$ cat src/rtl/motoro3_pkg.sv
// Shared types and default constants for the motor-3 soft-start/soft-stop sequencer.
package motoro3_pkg;

    typedef enum logic [2:0] {
        IDLE  = 3'd0,
        RAMP  = 3'd1,
        RUN   = 3'd2,
        DECEL = 3'd3,
        DWELL = 3'd4
    } state_e;

    localparam int FW_DEF          = 10;
    localparam int FREQ_MIN_DEF    = 16;
    localparam int STEP_DIV_DEF    = 10000;
    localparam int STEP_DEF        = 1;
    localparam int DWELL_TICKS_DEF = 100;

endpackage

$ cat src/rtl/motoro3_tick_gen.sv
// Ramp-rate prescaler: one-cycle tick every DIV clocks, held at zero while restart is high.
module motoro3_tick_gen #(
    parameter int DIV = 10000
) (
    input  logic clk,
    input  logic nRst,
    input  logic restart,
    output logic tick
);

    localparam int CW = (DIV > 1) ? $clog2(DIV) : 1;
    localparam logic [CW-1:0] LAST = CW'(DIV - 1);

    logic [CW-1:0] cnt;

    assign tick = (cnt == LAST);

    always_ff @(posedge clk or negedge nRst) begin
        if (!nRst)               cnt <= '0;
        else if (restart || tick) cnt <= '0;
        else                     cnt <= cnt + 1'b1;
    end

endmodule

$ cat src/rtl/motoro3_ramp_ctrl.sv
// Soft-start/soft-stop sequencer for motoro3_top: ramps m3freq at a fixed tick rate and
// turns direction reversals into decelerate, stop, dwell, restart.
module motoro3_ramp_ctrl
    import motoro3_pkg::*;
#(
    parameter int FW          = FW_DEF,
    parameter int STEP_DIV    = STEP_DIV_DEF,
    parameter int STEP        = STEP_DEF,
    parameter int FREQ_MIN    = FREQ_MIN_DEF,
    parameter int DWELL_TICKS = DWELL_TICKS_DEF
) (
    input  logic          clk,
    input  logic          nRst,
    input  logic          cmdValid,
    output logic          cmdReady,
    input  logic          cmdRun,
    input  logic          cmdDir,
    input  logic [FW-1:0] cmdFreq,
    output logic          m3start,
    output logic          m3invOrStop,
    output logic [FW-1:0] m3freq,
    output logic          busy,
    output logic [2:0]    st
);

    localparam logic [FW-1:0]  FMIN    = FW'(FREQ_MIN);
    localparam logic [FW:0]    STEPX   = (FW+1)'(STEP);
    localparam int             DWW     = (DWELL_TICKS > 1) ? $clog2(DWELL_TICKS) : 1;
    localparam logic [DWW-1:0] DW_LAST = DWW'(DWELL_TICKS - 1);

    state_e         state_q, state_d;
    logic           start_d, dir_d;
    logic [FW-1:0]  freq_d;
    logic           trun_q, trun_d, tdir_q, tdir_d;
    logic [FW-1:0]  tfreq_q, tfreq_d, rfreq_q, rfreq_d;
    logic [DWW-1:0] dwell_q, dwell_d;
    logic           tick, hs;
    logic [FW-1:0]  cmd_tgt, up_diff, dn_diff, freq_step;

    motoro3_tick_gen #(.DIV(STEP_DIV)) u_tick (
        .clk     (clk),
        .nRst    (nRst),
        .restart (state_q == IDLE),
        .tick    (tick)
    );

    assign cmdReady = (state_q != DECEL) && (state_q != DWELL);
    assign busy     = (state_q == RAMP) || (state_q == DECEL) || (state_q == DWELL);
    assign st       = state_q;
    assign hs       = cmdValid && cmdReady;
    assign cmd_tgt  = (cmdFreq < FMIN) ? FMIN : cmdFreq;

    // Saturating step toward the registered target; lands exactly when within one STEP.
    assign up_diff = tfreq_q - m3freq;
    assign dn_diff = m3freq - tfreq_q;
    always_comb begin
        freq_step = m3freq;
        if (m3freq < tfreq_q)
            freq_step = ({1'b0, up_diff} <= STEPX) ? tfreq_q : m3freq + STEPX[FW-1:0];
        else if (m3freq > tfreq_q)
            freq_step = ({1'b0, dn_diff} <= STEPX) ? tfreq_q : m3freq - STEPX[FW-1:0];
    end

    always_comb begin
        state_d = state_q;
        start_d = m3start;
        dir_d   = m3invOrStop;
        freq_d  = m3freq;
        trun_d  = trun_q;
        tdir_d  = tdir_q;
        tfreq_d = tfreq_q;
        rfreq_d = rfreq_q;
        dwell_d = dwell_q;
        if (hs) begin
            trun_d = cmdRun;
            tdir_d = cmdDir;
        end
        case (state_q)
            IDLE: begin
                if (hs && cmdRun) begin
                    state_d = RAMP;
                    start_d = 1'b1;
                    dir_d   = cmdDir;
                    freq_d  = FMIN;
                    tfreq_d = cmd_tgt;
                end
            end
            RAMP, RUN: begin
                // The step on this edge uses the old target even when a command lands now.
                if (tick) freq_d = freq_step;
                if (state_q == RAMP && tick && !hs && freq_step == tfreq_q) state_d = RUN;
                if (hs) begin
                    if (!cmdRun || cmdDir != m3invOrStop) begin
                        state_d = DECEL;
                        tfreq_d = FMIN;
                        rfreq_d = cmd_tgt;
                    end else begin
                        tfreq_d = cmd_tgt;
                        if (state_q == RUN && cmd_tgt != m3freq) state_d = RAMP;
                    end
                end
            end
            DECEL: begin
                if (m3freq <= FMIN) begin
                    state_d = DWELL;
                    start_d = 1'b0;
                    dir_d   = 1'b0;
                    freq_d  = '0;
                    dwell_d = '0;
                end else if (tick) begin
                    freq_d = freq_step;
                end
            end
            DWELL: begin
                if (tick) begin
                    if (dwell_q == DW_LAST) begin
                        if (trun_q) begin
                            state_d = RAMP;
                            start_d = 1'b1;
                            dir_d   = tdir_q;
                            freq_d  = FMIN;
                            tfreq_d = rfreq_q;
                        end else begin
                            state_d = IDLE;
                        end
                    end else begin
                        dwell_d = dwell_q + 1'b1;
                    end
                end
            end
            default: state_d = IDLE;
        endcase
    end

    always_ff @(posedge clk or negedge nRst) begin
        if (!nRst) begin
            state_q     <= IDLE;
            m3start     <= 1'b0;
            m3invOrStop <= 1'b0;
            m3freq      <= '0;
            trun_q      <= 1'b0;
            tdir_q      <= 1'b0;
            tfreq_q     <= '0;
            rfreq_q     <= '0;
            dwell_q     <= '0;
        end else begin
            state_q     <= state_d;
            m3start     <= start_d;
            m3invOrStop <= dir_d;
            m3freq      <= freq_d;
            trun_q      <= trun_d;
            tdir_q      <= tdir_d;
            tfreq_q     <= tfreq_d;
            rfreq_q     <= rfreq_d;
            dwell_q     <= dwell_d;
        end
    end

endmodule

$ cat config.mk
export PLATFORM = sky130hd
export DESIGN_NAME = motoro3_ramp_ctrl
export DESIGN_NICKNAME = d
export VERILOG_FILES = /design/src/rtl/motoro3_pkg.sv /design/src/rtl/motoro3_tick_gen.sv /design/src/rtl/motoro3_ramp_ctrl.sv
export SDC_FILE = /design/constraint.sdc
export NUM_CORES = 1
export LEC_CHECK = 0
export CAP_MARGIN = 20
export CORE_UTILIZATION = 61
export DETAILED_ROUTE_END_ITERATION = 16
export HOLD_SLACK_MARGIN = 0.05
export PLACE_DENSITY = 0.82
export SYNTH_ARGS = -nofsm -noshare
export SYNTH_HDL_FRONTEND = slang
export SYNTH_HIERARCHICAL = 1
export SYNTH_SLANG_ARGS = --single-unit
$ cat constraint.sdc
create_clock -name clk -period 4.95 [get_ports clk]
set_clock_uncertainty 0.05 [all_clocks]
set_input_delay 0.7425 -clock clk [delete_from_list [all_inputs] [get_ports clk]]
set_output_delay 0.7425 -clock clk [all_outputs]
set_load 0.03 [all_outputs]
* After elaboration in Yosys (flattened, before gate mapping)
Cells that the tools add are included.
W data, S select, Z words.
** Word-level totals
- Output and inout port bits :: 17
- Input bits :: 15
- Flip-flop bits (word level) :: 58
- Logic and storage cells :: 110
** Cells by class
- Reduce and logical (&&, ||, !) cells :: 25
- Eq/ne operators :: 18
- Muxes and demuxes :: 45
- Add/subtract/negate cells :: 6
- Order comparisons :: 6
** Operator list (count)
- $mux W10 :: 17
- $pmux W10 S4 :: 1
- $pmux W10 S3 :: 1
- $mux W3 :: 8
- $mux W7 :: 3
- $le A10 B1 Y1 const B :: 2
- $sub A10 B10 Y10 :: 2
- $add A14 B1 Y14 const B :: 1
- $eq A14 B14 Y1 const B :: 1
- $mux W14 :: 1
- $pmux W7 S2 :: 1
- $pmux W3 S4 :: 1
- $reduce_and A6 Y1 :: 2
- $add A10 B1 Y10 const B :: 1
- $eq A10 B10 Y1 :: 1
- $gt A10 B10 Y1 :: 1
- $le A10 B5 Y1 const B :: 1
- $lt A10 B10 Y1 :: 1
- $lt A10 B5 Y1 const B :: 1
- $mux W1 :: 10
- $ne A10 B10 Y1 :: 1
- $ne A2 B2 Y1 const B :: 5
- $sub A10 B1 Y10 const B :: 1
- $reduce_and A4 Y1 :: 2
- 20 further kinds :: 34

* Depth between registers and ports, before layout
Gate-level depths: netlist of run 1.
- Depth after elaboration :: 12
- Depth in mapped cells :: 18
- Gate-level depth less buffers :: 15

* Cells and area by module
The synthesis of run 1 kept the hierarchy.
** Modules (own cells, without submodules)
- motoro3_ramp_ctrl :: sequential area each 1101.1 um^2, cells each 616, area each 4545.6 um^2, times used 1
- motoro3_tick_gen :: sequential area each 350.3 um^2, cells each 70, area each 721.9 um^2, times used 1

* Worst setup path before layout of run 1
OpenSTA, ideal clock, no wires.
- Path kind :: register -> register
- Start :: register m3freq[2]
- End :: register state_q[1], in the netlist st[1]
- Period minus slack after synthesis :: 3.780 ns
- Arrival time :: 3.569 ns
- Library setup time :: 0.161 ns
- Setup slack :: 1.170 ns
- Data required time :: 4.739 ns
- Path buffers :: 3
- Stages on the path, launching flop included :: 17
- Cell sequence :: dfrtp_1 clkbuf_1 inv_1 ha_1 buf_6 nor2_2 a211oi_2 or4b_4 a2111oi_4 nand3_2 buf_6 o32ai_1 a21oi_1 o21a_1 xnor2_1 a41oi_1 o211ai_1
** Between the ends
- Word-level cells in the longest chain between the ends :: 12
- Elaborated cells on any way between the ends :: 24
- Classes of those cells :: 4 x add/sub; 5 x order compare; 3 x eq/ne; 9 x mux; 3 x reduce/logical
** Ends and longest elaborated chain
- start, declared :: line motoro3_ramp_ctrl.sv:21 : output logic [FW-1:0] m3freq,
- start signal, assigned :: line motoro3_ramp_ctrl.sv:150 : m3freq <= freq_d;
- $sub A10 B10 Y10 :: line motoro3_ramp_ctrl.sv:55 : assign dn_diff = m3freq - tfreq_q;
- $le A10 B1 Y1 :: line motoro3_ramp_ctrl.sv:61 : freq_step = ({1'b0, dn_diff} <= STEPX) ? tfreq_q : m3freq - STEPX[FW-1:0];
- $mux W10 :: line motoro3_ramp_ctrl.sv:61
- $mux W10 :: line motoro3_ramp_ctrl.sv:60 : else if (m3freq > tfreq_q)
- $mux W10 :: line motoro3_ramp_ctrl.sv:58 : if (m3freq < tfreq_q)
- $eq A10 B10 Y1 :: line motoro3_ramp_ctrl.sv:91 : if (state_q == RAMP && tick && !hs && freq_step == tfreq_q) state_d = RUN;
- $logic_and A1 B1 Y1 :: line motoro3_ramp_ctrl.sv:91
- $mux W3 :: line motoro3_ramp_ctrl.sv:91
- $mux W3 :: line motoro3_ramp_ctrl.sv:99 : if (state_q == RUN && cmd_tgt != m3freq) state_d = RAMP;
- $mux W3 :: line motoro3_ramp_ctrl.sv:93 : if (!cmdRun || cmdDir != m3invOrStop) begin
- $mux W3 :: line motoro3_ramp_ctrl.sv:92 : if (hs) begin
- $pmux W3 S4 :: line motoro3_ramp_ctrl.sv:78 : case (state_q)
- end signal, assigned :: line motoro3_ramp_ctrl.sv:147 : state_q <= state_d;
- end, declared :: line motoro3_ramp_ctrl.sv:31 : state_e state_q, state_d;
Parallel ways exist; a longest one is shown, timed or not.
A chain may end at the register's enable or synchronous reset.

* Final worst setup path of run 1
- Start :: register tfreq_q[0]
- End :: register state_q[0], in the netlist st[0]
** Between the ends
- Word-level cells in the longest chain between the ends :: 12
- Elaborated cells on any way between the ends :: 17
- Classes of those cells :: 2 x add/sub; 4 x order compare; 1 x eq/ne; 9 x mux; 1 x reduce/logical
** Ends and longest elaborated chain
- start, declared :: line motoro3_ramp_ctrl.sv:35 : logic [FW-1:0] tfreq_q, tfreq_d, rfreq_q, rfreq_d;
- start signal, assigned :: line motoro3_ramp_ctrl.sv:153 : tfreq_q <= tfreq_d;
- $sub A10 B10 Y10 :: line motoro3_ramp_ctrl.sv:55
- $le A10 B1 Y1 :: line motoro3_ramp_ctrl.sv:61
- $mux W10 :: line motoro3_ramp_ctrl.sv:61
- $mux W10 :: line motoro3_ramp_ctrl.sv:60
- $mux W10 :: line motoro3_ramp_ctrl.sv:58
- $eq A10 B10 Y1 (*) :: line motoro3_ramp_ctrl.sv:91
- $logic_and A1 B1 Y1 (*) :: line motoro3_ramp_ctrl.sv:91
- $mux W3 (*) :: line motoro3_ramp_ctrl.sv:91
- $mux W3 :: line motoro3_ramp_ctrl.sv:99
- $mux W3 :: line motoro3_ramp_ctrl.sv:93
- $mux W3 (*) :: line motoro3_ramp_ctrl.sv:92
- $pmux W3 S4 (*) :: line motoro3_ramp_ctrl.sv:78
Every way passes the cells marked *; elsewhere a longest branch is shown, timed or not.

==> results of run 1 <==
## through the flow
stage / hold slack (ns) / setup slack, ns / total power [mW] / area (µm²) / util [%]
3_3_place_gp: 0.409 / 0.952 / 2.46 / 5660 / 68.1
5_1_grt: 0.462 / 0.575 / 3.27 / 5870 / 70.8
2_1_floorplan: 0.396 / 1.17 / 2.09 / 5270 / -
3_5_place_dp: 0.416 / 0.933 / 2.51 / 5660 / 68.1
6_report: 0.440 / 0.865 / 3.07 / 5870 / 70.8
4_1_cts: 0.434 / 0.940 / 3.02 / 5870 / 70.8
## registers in the layout (all words and copies together), names as in the netlist
name / flops
dwell_q: 7
m3freq: 10
m3invOrStop: 1
m3start: 1
rfreq_q: 10
st: 3
tdir_q: 1
tfreq_q: 10
trun_q: 1
u_tick/cnt: 14
## path summary, 6_finish.rpt
path / from / to / depth (start not counted)
hold reg to reg: rfreq_q[8]$_DFFE_PN0P_ / rfreq_q[8]$_DFFE_PN0P_ / 2
min in group asynchronous: nRst / tfreq_q[1]$_DFFE_PN0P_ / 2
max in group asynchronous: nRst / m3freq[8]$_DFFE_PN0P_ / 2
setup reg to reg: tfreq_q[0]$_DFFE_PN0P_ / st[0]$_DFFE_PN0P_ / 13
setup / recovery: tfreq_q[0]$_DFFE_PN0P_ / st[0]$_DFFE_PN0P_ / 13
hold / removal: rfreq_q[8]$_DFFE_PN0P_ / rfreq_q[8]$_DFFE_PN0P_ / 2
## power groups by stage
stage,registers (mW),logic [mW],clock network [mW]
after global placement,0.781,1.68,0
final,0.795,1.77,0.497
after floorplan,0.745,1.35,0
after global routing,0.809,1.94,0.522
after detailed placement,0.789,1.72,0
after CTS,0.783,1.73,0.501
## area by class of cell
| cell class | count | share of cell area [%] |
|---|---|---|
| clock buffers | 10 | 2.34 |
| clock inverters | 5 | 1.34 |
| inverters | 36 | 2.30 |
| multi-input cells | 553 | 59.4 |
| flip-flops and latches | 58 | 24.7 |
| well taps | 105 | 2.24 |
| repair buffers | 50 | 7.63 |
## Yosys cell counts (3+ instances only)
cell type   n  area, µm²
nor2_2      5       31.3
nand4_1    12       75.1
or4_1       4       30.0
mux2i_1     8       80.1
a211oi_1    9       67.6
nor4b_1     3       26.3
nor2_1     74        278
xnor2_1    31        272
ha_1       25        313
xor2_1     19        166
o211ai_1    6       45.0
a22o_1      3       26.3
and4_1      4       35.0
or3_1       4       25.0
a221o_1     3       30.0
o221ai_1    3       26.3
o22ai_1     8       50.1
a21oi_1    51        255
nand2b_1    5       31.3
o31ai_1     3       22.5
a31oi_1    14       87.6
dfrtp_1    58       1450
nor3_1     17       85.1
nand2_1    78        293
nor4_1      8       50.1
o21ai_0    43        215
nand3_2     3       30.0
and3_1      6       37.5
a21o_1      7       52.6
buf_2       5       25.0
o32ai_1     4       35.0
or2_2       4       25.0
nand3_1    32        160
inv_1      35        131
a21boi_0    3       22.5
a22oi_1     5       37.5
clkbuf_1   28        105
## worst max-delay path, stage by stage, from the launching register on
cell	delay [ns]
dfrtp_1	0.49
ha_1	0.27
fa_1	0.41
nand2b_1	0.20
a21oi_1	0.31
xor2_1	0.17
a2111oi_4	0.33
nand3_2	0.35
nand3_1	0.38
nor3_1	0.09
nor4_1	0.37
and4_1	0.26
and4_1	0.20
o21ai_1	0.08
## per-layer routing
layer  vias to the layer above  GRT usage, %
met5                         -             0
met1                      2595          50.5
li1                       2512             -
met2                       359          59.2
met4                         0          19.3
met3                        80          9.66
## logic make-up after synthesis
group,after synthesis,share of synthesized area [%]
mux,10,1.95
fa+ha+maj,27,6.70
flops,58,27.6
xor+xnor,50,8.31
compound gates,188,23.2
buf+inv,75,6.20
simple gates,278,26.1
==> key figures, run 1 <==
Min path
  – Hold Crit Class: reg2reg

STA
  – Final Max Slew Viols: 0
  – Worst slew margin: 42.3%
  – Worst Max-Slew Pin Slew: 0.860 ns
  – Setup TNS: 0 ns
  – RSZ-0062 raised after global routing: false
  – Fin crit period: 4.08 ns
  – Final Cycle Share: 82.5%
  – Setup violators final: 0
  – Fmax: 245 MHz
  – Hold Violations, Final: 0

Drt
  – DRT antenna net count: 0
  – Met2 Wirelength: 7.38 mm
  – Pre-Repair DR Iteration Count: 8
  – Wire length on met1: 6.70 mm
  – Max Used Layer: met4
  – Met3 WL post-DR: 1.69 mm
  – Wirelength per Cell: 20.2 µm
  – Post-route DRC: 0
  – Vias: 5546
  – Final wirelength: 16.5 mm
  – Iteration-0 DRC Markers: 837
  – DR vias/cell: 6.79

Power
  – NetSw: 1.52 mW
  – Clock group share of total power: 16.2%
  – Pwr dens: 522 nW/µm²
  – Peak VDD IR: 0.323 mV
  – Logic gate share of total power: 57.9%
  – P_leak: 2.48 nW
  – Internal power: 1.54 mW
  – Sw Ratio: 49.6%
  – Sequential Power Share: 25.9%

Final layout
  – Syn-to-layout area delta: 11.5%
  – Fraction of layout cells with a size suffix above 1: 8.57%
  – Most frequent cells in the layout: 78 x nand2_1, 74 x nor2_1, 58 x dfrtp_1
  – Register area: 1450 µm²
  – Multi-input gate area: 3490 µm²
  – Non-filler cells in the finished layout: 817
  – Diode count: 0
  – Layout Nets: 750
  – Commonest non-fill, non-tap cell in the layout: nand2_1
  – Fill count: 690

Placed design
  – Cell count after placement: 802
  – Routability cong.: 1.03
  – Port bufs: 31
  – Dpl hpwl: 12.0 mm

Global routing
  – Antenna violations before repair: 0
  – Tot GR Track Use: 38.7%
  – Congestion Overflow GR: 0
  – Global-route wire length before repair: 26.3 mm
  – Number of global-route vias before repair: 5193
  – Largest net degree at the start of global routing: 59

Synth
  – Post-synthesis instance total: 686
  – Synth async-reset ratio: 100%
  – Sequential element share of the synthesized area: 27.6%
  – Syn. warnings: 6
  – Synth Flop Type: dfrtp_1
  – Register bit total from synthesis: 58
  – Unique masters post-synth: 75
  – Mapped Nets: 728
  – Mapped cell area: 5270 µm²
  – Post-synth EDFFs: 0
  – Mean Syn Cell Area: 7.68 µm²

Critical path
  – CP startpoint kind: flip-flop
  – Arr. time, crit path: 4.27 ns
  – CP Max Fanout: 13
  – Crit Path Class: reg2reg
  – Crit. End Element: flip-flop
  – Required @ worst endpoint: 5.14 ns
  – R2r setup slk: 0.87 ns

Clock network
  – Root Buffer: clkbuf_8
  – Num CTS Buffers: 9
  – Post_cts resized: 0
  – Setup bufs post-CTS: 0
  – CTS tree: built
  – Hold buffer count at cts: 0
  – Largest buffer count on any clock path: 2
  – CTS sink cnt: 58
  – Clk_lat worst skew: 0.35 ns
  – Worst-path clk slew: 0.08 ns
  – Htree depth: 3

Job
  – Max-cap viol count: 0

Die
  – Initial Util: 63.5%
  – Ports: 32
  – DIE AREA: 9010 µm²
  – Die X: 94.9 µm
  – Chip height: 94.9 µm
  – Rows: 33
  – Core area: 8300 µm²

Status
  – Outcome: completed
(Power assumes the default switching activity.)
==> run 2: changes to the inputs <==
==> constraint.sdc (replaced) <==
create_clock -name clk -period 4.2 [get_ports clk]
set_clock_uncertainty 0.05 [all_clocks]
set_input_delay 0.63 -clock clk [delete_from_list [all_inputs] [get_ports clk]]
set_output_delay 0.63 -clock clk [all_outputs]
set_load 0.03 [all_outputs]
==> run 2 against run 1 <==
Power up 20%. Core utilization up 1.1 points. Critical path depth down 1. Wire length down 0.29%. Clock power up 21%. Worst hold slack worse by 0.033 ns. Sequential share of layout area down 0.39 points. Critical endpoint is now st[1]$_DFFE_PN0P_.
==> key figures, run 2 (synthesis gave the netlist of run 1 again) <==
Drt
  – DRT antenna net count: 0 (unchanged)
  – DR vias/cell: 6.62 (was 6.79)
  – Vias: 5486 (was 5546)
  – Post-route DRC: 0 (unchanged)
  – Pre-Repair DR Iteration Count: 7 (was 8)
  – Final wirelength: 16.4 mm (was 16.5 mm)
  – Wirelength per Cell: 19.8 µm (was 20.2 µm)
  – Iteration-0 DRC Markers: 497 (was 837)

Critical path
  – Worst Setup EP: st[1]$_DFFE_PN0P_ (was st[0]$_DFFE_PN0P_)
  – Crit Path Class: reg2reg (unchanged)
  – CP Max Fanout: 13 (unchanged)
  – Crit. End Element: flip-flop (unchanged)
  – Cell mode on critical path: nor4_1 (was and4_1)
  – Max stage delay on crit path: 0.62 ns (was 0.49 ns)
  – Reg-to-Reg Start: tfreq_q[5]$_DFFE_PN0P_ (was tfreq_q[0]$_DFFE_PN0P_)
  – CP startpoint kind: flip-flop (unchanged)
  – Slowest CP cell: and4b_1 (was dfrtp_1)
  – Largest delay share family, worst path: simple AND/OR/NAND/NOR gates (unchanged)
  – Arr. time, crit path: 4.25 ns (was 4.27 ns)
  – Worst path depth: 12 (was 13)
  – R2R Path End: st[1]$_DFFE_PN0P_ (was st[0]$_DFFE_PN0P_)
  – Required @ worst endpoint: 4.39 ns (was 5.14 ns)
  – R2r setup slk: 0.14 ns (was 0.87 ns)
  – Crit-path cells: ha_1, nand3b_1, o22ai_1, nor4_1, nand4b_1, nor4_1, and4b_1, nor2_1, a221o_1, o32ai_1, a41oi_1, o211ai_1 (was ha_1, fa_1, nand2b_1, a21oi_1, xor2_1, a2111oi_4, nand3_2, nand3_1, nor3_1, nor4_1, and4_1, and4_1, o21ai_1)
  – Worst path buffer plus inverter count: 0 (unchanged)
  – Critical path origin: tfreq_q[5]$_DFFE_PN0P_ (was tfreq_q[0]$_DFFE_PN0P_)
  – FF-to-FF path depth: 12 (was 13)

Placed design
  – Dpl hpwl: 12.3 mm (was 12.0 mm)
  – Placed cell area: 5740 µm² (was 5660 µm²)
  – Cell count after placement: 813 (was 802)
  – Routability cong.: 1.06 (was 1.03)
  – Port bufs: 31 (unchanged)

Global routing
  – Number of global-route vias before repair: 5182 (was 5193)
  – Antenna violations before repair: 0 (unchanged)
  – Global-route wire length before repair: 25.9 mm (was 26.3 mm)
  – Tot GR Track Use: 38.2% (was 38.7%)
  – Congestion Overflow GR: 0 (unchanged)
  – Largest net degree at the start of global routing: 59 (unchanged)

Clock network
  – Clk_lat worst skew: 0.34 ns (was 0.35 ns)
  – Setup bufs post-CTS: 0 (unchanged)
  – CTS sink cnt: 58 (unchanged)
  – Worst-path clk slew: 0.06 ns (was 0.08 ns)
  – Num CTS Buffers: 9 (unchanged)
  – Htree depth: 3 (unchanged)
  – Hold buffer count at cts: 0 (unchanged)
  – Largest buffer count on any clock path: 2 (unchanged)
  – CTS tree: built (unchanged)
  – Post_cts resized: 0 (unchanged)
  – Root Buffer: clkbuf_8 (unchanged)

Final layout
  – Layout Nets: 761 (was 750)
  – Fill count: 668 (was 690)
  – Fraction of layout cells with a size suffix above 1: 9.94% (was 8.57%)
  – Diode count: 0 (unchanged)
  – Design area: 5970 µm² (was 5870 µm²)
  – Non-filler cells in the finished layout: 829 (was 817)
  – Most flops, register: u_tick/cnt (unchanged)
  – Commonest non-fill, non-tap cell in the layout: nand2_1 (unchanged)
  – Final core utilization: 71.9% (was 70.8%)
  – Number of flip-flops in the largest register: 14 (unchanged)
  – Most frequent cells in the layout: 78 x nand2_1, 74 x nor2_1, 58 x dfrtp_1 (unchanged)
  – Syn-to-layout area delta: 13.3% (was 11.5%)

STA
  – Setup violators final: 0 (unchanged)
  – Fin crit period: 4.06 ns (was 4.08 ns)
  – Worst slew margin: 40.8% (was 42.3%)
  – RSZ-0062 raised after global routing: false (unchanged)
  – Final Max Slew Viols: 0 (unchanged)
  – Fmax: 246 MHz (was 245 MHz)
  – Setup TNS: 0 ns (unchanged)
  – Final Cycle Share: 96.7% (was 82.5%)
  – Worst Max-Slew Pin Slew: 0.888 ns (was 0.860 ns)
  – Hold Violations, Final: 0 (unchanged)

Die
  – Chip height: 94.9 µm (unchanged)
  – Initial Util: 63.5% (unchanged)
  – Rows: 33 (unchanged)
  – Ports: 32 (unchanged)
  – Core area: 8300 µm² (unchanged)
  – Die X: 94.9 µm (unchanged)
  – DIE AREA: 9010 µm² (unchanged)

Power
  – Pwr dens: 619 nW/µm² (was 522 nW/µm²)
  – Peak VDD IR: 0.396 mV (was 0.323 mV)
  – P_leak: 2.54 nW (was 2.48 nW)

Status
  – Outcome: completed (unchanged)

Job
  – Max-cap viol count: 0 (unchanged)

Min path
  – Hold Crit Class: in2async (was reg2reg)
==> run 2: cell count changes in the layout (fill, tap and decap cells not counted) <==
cell / previous run / this run
clkbuf_1: 0 / 1
clkinv_2: 2 / 1
buf_4: 19 / 30
clkbuf_8: 10 / 11
==> run 2: power by group <==
| group | leakage [nW] | total (mW) | switching (mW) | internal, mW |
|---|---|---|---|---|
| clock | 0.117 | 0.600 | 0.233 | 0.367 |
| combinational | 1.67 | 2.19 | 1.38 | 0.807 |
| sequential | 0.752 | 0.903 | 0.192 | 0.711 |
==> run 2: worst min-delay path by stage <==
stage                                  end  cells past startpoint
floorplan           dwell_q[0]$_DFFE_PN0P_                      0
global placement    rfreq_q[5]$_DFFE_PN0P_                      2
detailed placement  rfreq_q[6]$_DFFE_PN0P_                      2
CTS                 dwell_q[5]$_DFFE_PN0P_                      2
global route        rfreq_q[6]$_DFFE_PN0P_                      2
finish               m3freq[0]$_DFFE_PN0P_                      2
==> run 2: final cells by class <==
type / instances / area, µm² / area share (%)
Multi-Input combinational cell: 553 / 3490 / 58.5
Sequential cell: 58 / 1450 / 24.3
Timing Repair Buffer: 61 / 531 / 8.89
Clock buffer: 12 / 155 / 2.60
Inverter: 36 / 135 / 2.26
Tap cell: 105 / 131 / 2.20
Clock inverter: 4 / 73.8 / 1.24
==> run 2: per-layer routing <==
| layer | up-vias | global-route usage (%) | part of all wire [%] |
|---|---|---|---|
| met4 | 0 | 16.7 | 3.3 |
| met1 | 2597 | 51.8 | 42 |
| met3 | 48 | 9.34 | 10 |
| met5 | - | 0 | 0 |
| met2 | 310 | 57.6 | 45 |
| li1 | 2531 | - | - |
==> run 2: worst register-to-register path, stage by stage (launching register included) <==
cell and delay [ns]:
dfrtp_1 0.49, ha_1 0.50, nand3b_1 0.24, o22ai_1 0.14
nor4_1 0.23, nand4b_1 0.13, nor4_1 0.38, and4b_1 0.62
nor2_1 0.20, a221o_1 0.37, o32ai_1 0.23, a41oi_1 0.18
o211ai_1 0.20
==> run 2: through the flow <==
| step | setup WS (ns) | power, mW | hold WS (ns) |
|---|---|---|---|
| 6_report | 0.137 | 3.69 | 0.407 |
| 5_1_grt | 0.0102 | 3.94 | 0.447 |
| 4_1_cts | 0.268 | 3.64 | 0.430 |
| 3_5_place_dp | 0.299 | 3.02 | 0.413 |
| 3_3_place_gp | 0.363 | 2.98 | 0.409 |
| 2_1_floorplan | 0.420 | 2.47 | 0.284 |
==> run 3: changes to the inputs <==
--- a/config.mk
+++ b/config.mk
@@ -6,10 +6,10 @@
 export NUM_CORES = 1
 export LEC_CHECK = 0
 export CAP_MARGIN = 20
-export CORE_UTILIZATION = 61
+export CORE_UTILIZATION = 40
 export DETAILED_ROUTE_END_ITERATION = 16
 export HOLD_SLACK_MARGIN = 0.05
-export PLACE_DENSITY = 0.82
+export PLACE_DENSITY = 0.57
 export SYNTH_ARGS = -nofsm -noshare
 export SYNTH_HDL_FRONTEND = slang
 export SYNTH_HIERARCHICAL = 1
==> run 3 against run 2 <==
Power grew 6.5%. Largest power group unchanged. Clock-buffer cell count is the same. Die area grew 51%. Register-to-register slack gained 0.21 ns. First-iteration DRC count shrank 0.20%.
==> key figures, run 3 (synthesis gave the netlist of run 1 again) <==
Job
  – Max-cap viol count: 0 (unchanged)

Final layout
  – Most frequent cells in the layout: 78 x nand2_1, 74 x nor2_1, 58 x dfrtp_1 (unchanged)
  – Number of flip-flops in the largest register: 14 (unchanged)
  – Most flops, register: u_tick/cnt (unchanged)
  – Layout Nets: 766 (was 761)
  – Commonest non-fill, non-tap cell in the layout: nand2_1 (unchanged)
  – Diode count: 0 (unchanged)
  – Fraction of layout cells with a size suffix above 1: 11.0% (was 9.94%)
  – Fill count: 1324 (was 668)
  – Syn-to-layout area delta: 17.9% (was 13.3%)
  – Design area: 6210 µm² (was 5970 µm²)

Clock network
  – Worst-path clk slew: 0.05 ns (was 0.06 ns)
  – Num CTS Buffers: 9 (unchanged)
  – Htree depth: 3 (unchanged)
  – Hold buffer count at cts: 0 (unchanged)
  – Post_cts resized: 0 (unchanged)
  – CTS sink cnt: 58 (unchanged)
  – Setup bufs post-CTS: 0 (unchanged)
  – CTS tree: built (unchanged)
  – Largest buffer count on any clock path: 2 (unchanged)
  – Root Buffer: clkbuf_16 (was clkbuf_8)
  – Clk_lat worst skew: 0.35 ns (was 0.34 ns)

Critical path
  – FF-to-FF path depth: 15 (was 12)
  – Crit Path Class: reg2reg (unchanged)
  – CP Max Fanout: 12 (was 13)
  – CP startpoint kind: flip-flop (unchanged)
  – Required @ worst endpoint: 4.41 ns (was 4.39 ns)
  – Arr. time, crit path: 4.06 ns (was 4.25 ns)
  – Crit. End Element: flip-flop (unchanged)

Die
  – DIE AREA: 13600 µm² (was 9010 µm²)
  – Die X: 117 µm (was 94.9 µm)
  – Chip height: 117 µm (was 94.9 µm)
  – Initial Util: 41.4% (was 63.5%)
  – Rows: 41 (was 33)
  – Core area: 12700 µm² (was 8300 µm²)
  – Ports: 32 (unchanged)

Drt
  – DR vias/cell: 5.91 (was 6.62)
  – Vias: 5328 (was 5486)
  – DRT antenna net count: 0 (unchanged)
  – Final wirelength: 17.0 mm (was 16.4 mm)
  – Iteration-0 DRC Markers: 496 (was 497)
  – Post-route DRC: 0 (unchanged)
  – Wirelength per Cell: 18.9 µm (was 19.8 µm)
  – Pre-Repair DR Iteration Count: 7 (unchanged)

Placed design
  – Dpl ws: 0.363 ns (was 0.299 ns)
  – Dpl hpwl: 12.8 mm (was 12.3 mm)
  – Routability cong.: 0.929 (was 1.06)
  – Port bufs: 31 (unchanged)
  – Placed cell area: 5850 µm² (was 5740 µm²)

STA
  – Setup violators final: 0 (unchanged)
  – Hold Violations, Final: 0 (unchanged)
  – Final worst-path setup slack: 0.344 ns (was 0.137 ns)
  – Fin crit period: 3.86 ns (was 4.06 ns)
  – Fmax: 259 MHz (was 246 MHz)
  – Setup TNS: 0 ns (unchanged)
  – RSZ-0062 raised after global routing: false (unchanged)
  – Worst slew margin: 39.4% (was 40.8%)
  – Final Max Slew Viols: 0 (unchanged)
  – Worst Max-Slew Pin Slew: 0.909 ns (was 0.888 ns)
  – Final Cycle Share: 91.8% (was 96.7%)

Global routing
  – Antenna violations before repair: 0 (unchanged)
  – Congestion Overflow GR: 0 (unchanged)
  – Tot GR Track Use: 26.6% (was 38.2%)
  – Number of global-route vias before repair: 4986 (was 5182)
  – Global-route wire length before repair: 27.1 mm (was 25.9 mm)
  – Largest net degree at the start of global routing: 46 (was 59)

Min path
  – Hold Crit Class: in2async (unchanged)

Power
  – Pwr dens: 633 nW/µm² (was 619 nW/µm²)
  – Peak VDD IR: 0.394 mV (was 0.396 mV)
  – Total power: 3.93 mW (was 3.69 mW)
  – P_leak: 2.61 nW (was 2.54 nW)

Status
  – Outcome: completed (unchanged)
## run 3: critical path, stage by stage, from the launching register on
cell and delay, ns:
dfrtp_1 0.37, buf_4 0.18, ha_1 0.21, fa_1 0.41
nand2b_1 0.22, a21oi_1 0.34, xor2_1 0.18, a2111oi_4 0.34
nand3_2 0.16, buf_4 0.22, nand3_2 0.08, o2111ai_1 0.12
nor4_1 0.31, and4_1 0.26, a41oi_1 0.12, o211ai_1 0.17
## run 3: final timing paths
path | start | to | slack (ns)
max | tfreq_q[0]$_DFFE_PN0P_ | st[1]$_DFFE_PN0P_ | 0.34
min | nRst | u_tick/cnt[7]$_DFF_PN0_ | 0.07
max reg2reg | tfreq_q[0]$_DFFE_PN0P_ | st[1]$_DFFE_PN0P_ | 0.34
min reg2reg | rfreq_q[8]$_DFFE_PN0P_ | rfreq_q[8]$_DFFE_PN0P_ | 0.43
max in group asynchronous | nRst | m3freq[0]$_DFFE_PN0P_ | 3.56
min in group clk | rfreq_q[8]$_DFFE_PN0P_ | rfreq_q[8]$_DFFE_PN0P_ | 0.43
## run 3: per-layer routing
layer | vias to the layer above | GRT usage, % | share of wire, %
met5 | - | 0 | 0
met4 | 0 | 8.69 | 2.2
met3 | 38 | 4.67 | 6.1
met2 | 213 | 40.6 | 44
met1 | 2527 | 37.9 | 47
li1 | 2550 | - | -
## run 3: area by class of cell
class                      count  area [µm²]  area share, %
tap                          172         215           3.46
timing repair buffer          66         581           9.35
multi-input combinational    553        3500           56.3
sequential                    58        1450           23.4
clock buffer                  12         256           4.13
inverter                      36         135           2.18
clock inverter                 4        73.8           1.19
## run 3: through the flow
step / utilization [%] / hold slack [ns] / cells
5_1_grt: 48.8 / 0.0655 / 901
3_5_place_dp: 46.0 / 0.413 / 884
4_1_cts: 48.6 / 0.428 / 900
3_3_place_gp: 46.0 / 0.412 / 884
2_1_floorplan: - / 0.284 / 686
6_report: 48.8 / 0.0679 / 901
## run 3: power by group
part / internal (mW) / switching [mW] / total, mW
registers: 0.713 / 0.181 / 0.894
clock network: 0.551 / 0.274 / 0.825
logic: 0.817 / 1.39 / 2.21
